==> src/rtl/beat_sequencer.sv <==
// rtl/beat_sequencer.sv - beat timing generator (W1/W2/W3) for the hardwired controller
module beat_sequencer #(
    parameter int CYCLE_W    = 8,
    parameter bit AUTO_START = 1'b0
) (
    input  logic               t3,
    input  logic               clr,
    input  logic               qd,
    input  logic               sstep,
    input  logic               short,
    input  logic               long,
    input  logic               stop,
    output logic               w1,
    output logic               w2,
    output logic               w3,
    output logic               running,
    output logic [CYCLE_W-1:0] cycles
);

    typedef enum logic [1:0] {
        S_IDLE = 2'd0,
        S_W1   = 2'd1,
        S_W2   = 2'd2,
        S_W3   = 2'd3
    } state_t;

    localparam state_t RESET_STATE = AUTO_START ? S_W1 : S_IDLE;

    state_t             state;
    state_t             state_nx;
    logic               qd_d;
    logic               stop_seen;
    logic               stop_seen_nx;
    logic               eoc;
    logic               start;
    logic [CYCLE_W-1:0] cycles_nx;

    assign start = qd & ~qd_d;

    always_ff @(posedge t3 or posedge clr) begin
        if (clr) begin
            state     <= RESET_STATE;
            cycles    <= '0;
            qd_d      <= 1'b0;
            stop_seen <= 1'b0;
        end else begin
            state     <= state_nx;
            cycles    <= cycles_nx;
            qd_d      <= qd;
            stop_seen <= stop_seen_nx;
        end
    end

    always_comb begin
        state_nx     = state;
        eoc          = 1'b0;
        stop_seen_nx = stop_seen;
        cycles_nx    = cycles;
        case (state)
            S_IDLE: if (start) state_nx = S_W1;
            S_W1:   if (short) eoc = 1'b1; else state_nx = S_W2;
            S_W2:   if (long) state_nx = S_W3; else eoc = 1'b1;
            S_W3:   eoc = 1'b1;
            default: state_nx = S_IDLE;
        endcase
        if (state != S_IDLE && stop) stop_seen_nx = 1'b1;
        // A pending halt is sampled only at end of cycle; stop never truncates a cycle.
        if (eoc) begin
            stop_seen_nx = 1'b0;
            cycles_nx    = cycles + CYCLE_W'(1);
            state_nx     = (stop_seen | stop | sstep) ? S_IDLE : S_W1;
        end
    end

    assign w1      = (state == S_W1);
    assign w2      = (state == S_W2);
    assign w3      = (state == S_W3);
    assign running = (state != S_IDLE);

endmodule

==> config.mk <==
export PLATFORM = sky130hd
export DESIGN_NAME = beat_sequencer
export DESIGN_NICKNAME = d
export VERILOG_FILES = /design/src/rtl/beat_sequencer.sv
export SDC_FILE = /design/constraint.sdc
export NUM_CORES = 1
export LEC_CHECK = 0
export ABC_AREA = 0
export BUFFER_PORTS_ARGS = -buffer_cell sky130_fd_sc_hd__buf_2
export CAP_MARGIN = 20
export CORE_UTILIZATION = 35
export DETAILED_ROUTE_END_ITERATION = 8
export GPL_ROUTABILITY_DRIVEN = 0
export PLACE_DENSITY = 0.54
export SETUP_SLACK_MARGIN = 0.5
export SYNTH_ARGS = -nofsm -noshare
export SYNTH_HDL_FRONTEND = slang
export SYNTH_SLANG_ARGS = --single-unit
==> constraint.sdc <==
create_clock -name t3 -period 1.8 [get_ports t3]
set_input_delay 0.18 -clock t3 [delete_from_list [all_inputs] [get_ports t3]]
set_output_delay 0.18 -clock t3 [all_outputs]
set_load 0.01 [all_outputs]
==> qor.txt, run 1 <==
Peak supply drop -> 1020 uV
Maxcap violations -> 0
Net count, final -> 105
Clock Pin Slew Worst Setup and Hold Paths -> 0.06 ns
Switching part of the total power -> 40.8%
CP Buf/Inv Count -> 2
Netlist cell types -> 26
Clk root buf -> clkbuf_4
Wire length of the first global-routing pass -> 2390 um
Later-pin clock latency in the skew report -> 0.26 ns
Int Pwr -> 1170 uW
Net Switching -> 810 uW
Total grt overflow -> 0
Worst Hold Endpoint -> qd_d$_DFF_PP0_
Hold path cells -> 1
Clock network fraction of total power -> 7.7%
# fillers -> 153
Post-DRT Antenna Nets -> 0
DR pass1 iterations -> 4
Drt via density -> 4.78
Initial antenna violation count -> 0
Die Y -> 46.1 um
Area grow syn2layout -> 54.1%
Combinational fraction of design power -> 66.7%
Main area contributors after synthesis -> dfrtp_1 (44%), ha_1 (9.2%), xnor2_1 (7.7%)
Synthesized instance count -> 57
Fin. Hold Viols -> 0
Startpoint types -> flop
Hold Slack -> 0.0355 ns
P_leak -> 0.000494 uW
Sequential power share -> 25.6%
Minimum clock period -> 1.55 ns
RSZ-0062 raised after global routing -> true
Seq cells post-synth -> 12
Slew HR -> 70.8%
Share of the synthesized area in the top cell type -> 44.2%
Critical-path top delay cell -> dfrtp_2
R2R Setup Slk -> 0.25 ns
Worst hold start -> qd
Fin worst setup slack -> 0.249 ns
Largest net degree at the start of global routing -> 13
Total number of vias -> 555
Sequential area share after synthesis -> 44.2%
Register-to-Register Path Depth -> 6
Slew @ Worst Pin -> 0.438 ns
DRC viols -> 0
Delay-heaviest family, CP -> flip-flops
Number of global-route vias before repair -> 542
Wirelength per Cell -> 12.8 um
Seq. cell area -> 302 um^2
Share of cells above drive strength 1 -> 61.5%
Synthesized area per cell -> 11.9 um^2
Final Cycle Share -> 86.2%
Pins Over Slew Limit -> 0
Syn Nets -> 69
Outcome -> finished, final reports clean
Final setup vio count -> 0
CTS H-tree depth -> 1
Pre-CTS worst setup slack -> 0.148 ns
R2R Path End -> cycles[1]$_DFFE_PP0P_
YS warnings -> 0
Drt total wl -> 1490 um
Top Ports -> 19
Largest area contributor in the netlist -> dfrtp_1
WP data required -> 1.95 ns
Inserted Diodes -> 0
CP peak stage delay -> 0.44 ns
Fmax achieved -> 0.645 GHz
Max Root-Sink Buffers -> 2
Worst Hold Class -> input pin to flop
TNS Setup -> 0 ns
Number of buffers created by CTS -> 3
PortBufs -> 18
Die Wd -> 46.1 um
CTS tree -> built
Pwr dens -> 1900 nW/um^2
Core Region -> 1760 um^2
Final HPWL from detailed placement -> 1010 um
Critical Path, Cell by Cell -> inv_4 > ha_4 > nand2b_4 > a31oi_4 > buf_12 > mux2_4
PnR Total Power -> 1990 uW
CP Data Arrival Time -> 1.70 ns
Worst Skew -> 0.000948 ns
Endpoint class of the critical path -> flop
Worst R2R Start -> state[0]$_DFFE_PP0P_
1st-iter DRT viols -> 12
Multi-input gate area -> 443 um^2
Overall global routing resource usage -> 16.5%
Starting Density -> 38.5%
Clock sinks -> 12
Row count -> 15
Die ar. -> 2120 um^2
Mapped cell area -> 679 um^2
CP Class -> flop to flop
Worst-path fanout max -> 5
==> final cells by class <==
| type | instances | share of cell area [%] |
|---|---|---|
| Timing Repair Buffer | 31 | 21.4 |
| Inverter | 6 | 2.39 |
| Sequential cell | 12 | 28.8 |
| Multi-Input combinational cell | 39 | 42.3 |
| Tap cell | 25 | 2.99 |
| Clock buffer | 3 | 2.15 |
==> timing repair <==
item                                    CTS  global route
hold buffers                              1             0
gates cloned                              0             0
pin swaps                                10            10
resized for setup                        14             7
endpoints found under the setup margin   14            15
setup buffers                             8             4
hold endpoints to repair                 12             0
==> logic make-up (layout without fill, tap and decap cells) <==
family | Yosys count | count (layout) | synth area share, %
compound gates | 8 | 8 | 12.3
xor+xnor | 7 | 7 | 9.02
fa+ha+maj | 5 | 5 | 9.21
buf+inv | 6 | 40 | 3.31
flops | 12 | 12 | 44.2
mux | 2 | 2 | 3.13
simple gates | 17 | 17 | 18.8
==> metrics by stage <==
step / area, um^2 / cells / utilization [%]
6_report: 1050 / 116 / 59.4
5_1_grt: 1050 / 116 / 59.4
4_1_cts: 975 / 112 / 55.2
3_5_place_dp: 832 / 100 / 47.2
3_3_place_gp: 832 / 100 / 47.2
2_1_floorplan: 711 / 57 / -
==> cell usage in the layout (no fill, tap or decap), types with 2 or more instances in the layout <==
master	count
buf_2	17
dfrtp_1	11
buf_4	7
xnor2_1	5
buf_6	5
inv_2	4
nand4_1	3
nand3_4	3
ha_4	3
clkbuf_4	3
and3_1	2
a31o_1	2
ha_1	2
==> registers in the layout, summed over array words and instances (netlist names) <==
register   cells
qd_d           1
state          2
stop_seen      1
cycles         8
==> power by group through the flow <==
stage | registers, uW | clock network [uW] | logic [uW]
2_1_floorplan | 515 | 0 | 639
3_3_place_gp | 504 | 0 | 858
3_5_place_dp | 507 | 0 | 884
4_1_cts | 498 | 161 | 1210
5_1_grt | 528 | 176 | 1410
6_report | 509 | 152 | 1320
==> routing by layer <==
metal	global-route usage (%)	wire length, um	vias to the layer above
li1	-	-	272
met1	19.1	672	266
met2	28.2	736	15
met3	7.06	66	2
met4	3.53	9	0
met5	0	0	-
==> worst max path at each step <==
stage | from | to | slack [ns] | cells after the start
floorplan | state[0]$_DFFE_PP0P_ | state[1]$_DFFE_PP0P_ | 0.31 | 6
global placement | state[0]$_DFFE_PP0P_ | state[1]$_DFFE_PP0P_ | 0.17 | 6
detailed placement | state[0]$_DFFE_PP0P_ | state[1]$_DFFE_PP0P_ | 0.15 | 6
CTS | state[1]$_DFFE_PP0P_ | cycles[1]$_DFFE_PP0P_ | 0.28 | 6
global route | state[0]$_DFFE_PP0P_ | cycles[4]$_DFFE_PP0P_ | 0.19 | 7
finish | state[0]$_DFFE_PP0P_ | cycles[1]$_DFFE_PP0P_ | 0.25 | 6
==> cells in the mapped netlist <==
library cell  count
o22ai_1           1
nand4_1           3
mux2i_1           1
nand2_4           1
dfrtp_1          12
and3_1            2
nand2b_4          1
o211a_1           1
xor2_1            1
a31o_1            2
ha_1              5
o31a_1            1
xnor2_1           6
nand2_1           2
a311oi_2          1
nor2_1            1
and3b_4           1
and2_1            1
a31oi_4           1
mux2_2            1
nand3_1           2
and2_4            1
nor3_1            1
nand3_4           1
a21oi_1           1
inv_1             6
Note: power is estimated with default switching activity, not from simulation.
==> run 2: changes to the inputs <==
--- a/config.mk
+++ b/config.mk
@@ -9,9 +9,9 @@
 export BUFFER_PORTS_ARGS = -buffer_cell sky130_fd_sc_hd__buf_2
 export CAP_MARGIN = 20
 export CORE_UTILIZATION = 35
+export CTS_BUF_LIST = sky130_fd_sc_hd__clkbuf_8
 export DETAILED_ROUTE_END_ITERATION = 8
 export GPL_ROUTABILITY_DRIVEN = 0
-export PLACE_DENSITY = 0.54
 export SETUP_SLACK_MARGIN = 0.5
 export SYNTH_ARGS = -nofsm -noshare
 export SYNTH_HDL_FRONTEND = slang
==> constraint.sdc (replaced) <==
create_clock -name t3 -period 1.3 [get_ports t3]
set_input_delay 0.13 -clock t3 [delete_from_list [all_inputs] [get_ports t3]]
set_output_delay 0.13 -clock t3 [all_outputs]
set_load 0.01 [all_outputs]
==> run 2 against run 1 <==
The run now ends with negative hold slack, negative setup slack left. Worst hold slack got worse by 0.13 ns. Critical endpoint is now state[1]$_DFFE_PP0P_. Sequential share of layout area fell by 3.3 points. Cell count is 11% higher. Combinational power rose by 67%.
==> qor.txt, run 2 (same netlist as run 1, synthesis figures left out) <==
Outcome -> complete, but fails checks
Violated checks -> negative hold slack, negative setup slack
CP Data Arrival Time -> 1.58 ns (-0.12 ns)
Critical-path top delay cell -> dfrtp_1
Top Ports -> 19 (unchanged)
Final HPWL from detailed placement -> 1080 um (+7.2%)
Worst Hold Class -> input pin to asynchronous set/reset pin
Number of global-route vias before repair -> 608 (+12%)
Commonest cells after routing, fill and taps aside -> buf_4 (17), buf_6 (14), buf_2 (12), dfrtp_1 (11), xnor2_1 (6)
Row count -> 15 (unchanged)
Clock Pin Slew Worst Setup and Hold Paths -> 0.05 ns (about the same)
Pwr dens -> 2710 nW/um^2 (+43%)
Inserted Diodes -> 0 (unchanged)
Die Wd -> 46.1 um (unchanged)
Drt via density -> 4.87 (+1.8%)
Fin worst setup slack -> -0.153 ns (-0.402 ns)
Starting Density -> 38.5% (unchanged)
Core Util, Final -> 67.1% (+7.7 points)
Slew HR -> 68.0% (-2.8 points)
Worst R2R Start -> state[0]$_DFFE_PP0P_
Hold Slack -> -0.0979 ns (-0.133 ns)
Slew @ Worst Pin -> 0.480 ns (+0.0420 ns)
Later-pin clock latency in the skew report -> 0.23 ns (-0.03 ns)
Fmax achieved -> 0.688 GHz (+6.8%)
Max reg flops -> 8 (unchanged)
Total grt overflow -> 0 (unchanged)
Wirelength per Cell -> 14.1 um (+10%)
Delay-heaviest family, CP -> flip-flops
CTS H-tree depth -> 1 (unchanged)
PortBufs -> 18 (unchanged)
Worst-path fanout max -> 5 (unchanged)
Largest regs -> cycles: 8 flops, state: 2 flops
Pins Over Slew Limit -> 0 (unchanged)
Clock sinks -> 12 (unchanged)
Critical Path, Cell by Cell -> inv_2 > ha_4 > and3b_4 > nand3_4 > mux2i_1 > a31o_1
Share of cells above drive strength 1 -> 62.5% (+0.96 points)
Clk root buf -> clkbuf_8
Wire length of the first global-routing pass -> 2770 um (+16%)
Number of buffers created by CTS -> 3 (unchanged)
Register-to-Register Path Depth -> 6 (unchanged)
Drt total wl -> 1820 um (+22%)
Fin. Hold Viols -> 12 (+12)
Peak supply drop -> 1520 uV (+49%)
Startpoint types -> flop
Net count, final -> 118 (+12%)
Final Cycle Share -> 112% (+26 points)
RSZ-0062 raised after global routing -> true
Post-DRT Antenna Nets -> 0 (unchanged)
P_leak -> 0.000567 uW (+15%)
CTS tree -> built
1st-iter DRT viols -> 6 (-6)
Overall global routing resource usage -> 18.7% (+2.2 points)
Pre-CTS worst setup slack -> -0.235 ns (-0.384 ns)
WP data required -> 1.42 ns (-0.53 ns)
# fillers -> 130 (-15%)
Biggest register -> cycles
DRC viols -> 0 (unchanged)
CP peak stage delay -> 0.40 ns (-0.04 ns)
Largest net degree at the start of global routing -> 13 (unchanged)
R2R Setup Slk -> -0.15 ns (-0.40 ns)
R2R Path End -> state[1]$_DFFE_PP0P_
Total number of vias -> 628 (+13%)
Minimum clock period -> 1.45 ns (-0.0984 ns)
CP Buf/Inv Count -> 1 (-1)
Core Region -> 1760 um^2 (unchanged)
Die ar. -> 2120 um^2 (unchanged)
Endpoint class of the critical path -> flop
Max Root-Sink Buffers -> 2 (unchanged)
CP Class -> flop to flop
Area grow syn2layout -> 74.2%
Initial antenna violation count -> 0 (unchanged)
Commonest non-fill, non-tap cell in the layout -> buf_4
Final setup vio count -> 12 (+12)
Worst Skew -> 0.00316 ns (+0.00222 ns)
Maxcap violations -> 0 (unchanged)
DR pass1 iterations -> 4 (unchanged)
Die Y -> 46.1 um (unchanged)
-- run 2: changes by cell type in the layout (fill, tap and decap cells not counted), moves of 2 or more --
| cell | change |
|---|---|
| buf_4 | +10 |
| buf_2 | -5 |
| inv_2 | -2 |
| buf_6 | +9 |
| clkbuf_4 | -3 |
| nand3_4 | -2 |
| clkbuf_8 | +3 |
-- run 2: worst max path at each step --
stage                          from                    end  slack [ns]  depth (start not counted)
2_1_floorplan  state[0]$_DFFE_PP0P_   state[1]$_DFFE_PP0P_       -0.19                          6
3_3_place_gp   state[1]$_DFFE_PP0P_   state[1]$_DFFE_PP0P_       -0.22                          6
3_5_place_dp   state[1]$_DFFE_PP0P_   state[1]$_DFFE_PP0P_       -0.24                          6
4_1_cts        state[0]$_DFFE_PP0P_  cycles[1]$_DFFE_PP0P_       -0.15                          5
5_1_grt        state[1]$_DFFE_PP0P_  cycles[4]$_DFFE_PP0P_       -0.24                          6
6_report       state[0]$_DFFE_PP0P_   state[1]$_DFFE_PP0P_       -0.15                          6
-- run 2: repair_timing --
item | 4_1_cts | 5_1_grt
setup endpoints to repair | 23 | 23
buffers inserted | 10 | 3
hold endpoints to repair | 12 | 12
pin swaps | 12 | 9
resized for setup | 14 | 10
cloned | 1 | 0
-- run 2: area by class of cell --
type | count | area, um^2 | share of cell area, %
flip-flops and latches | 12 | 302 | 25.5
clock buffers | 3 | 41.3 | 3.49
repair buffers | 43 | 345 | 29.2
well taps | 25 | 31.3 | 2.64
inverters | 6 | 27.5 | 2.33
multi-input cells | 40 | 437 | 36.9
-- run 2: per-stage QoR --
| step | hold WS (ns) | instances | total power (uW) | setup TNS [ns] | instance area (um^2) |
|---|---|---|---|---|---|
| after floorplan | -0.00530 | 57 | 1600 | -1.27 | 711 |
| after global placement | 0.166 | 112 | 2150 | -1.67 | 922 |
| after detailed placement | 0.165 | 112 | 2170 | -1.99 | 922 |
| after CTS | -0.0861 | 126 | 2960 | -1.28 | 1120 |
| after global routing | -0.0530 | 129 | 3400 | -2.17 | 1180 |
| final | -0.0979 | 129 | 3210 | -1.36 | 1180 |
-- run 2: worst register-to-register path: stages (launching register included) --
cell,delay [ns]
dfrtp_1,0.40
inv_2,0.12
ha_4,0.21
and3b_4,0.24
nand3_4,0.08
mux2i_1,0.12
a31o_1,0.18
-- run 2: per-layer routing --
metal  GRT usage, %  part of all wire [%]
met2           30.4                    50
met3           5.88                   3.1
met4           1.76                  0.39
met5              0                     0
met1           25.2                    46
-- run 2: report_power, final --
group / internal [uW] / switching (uW) / total (uW)
sequential: 527 / 141 / 667
combinational: 1250 / 963 / 2210
clock: 203 / 123 / 326
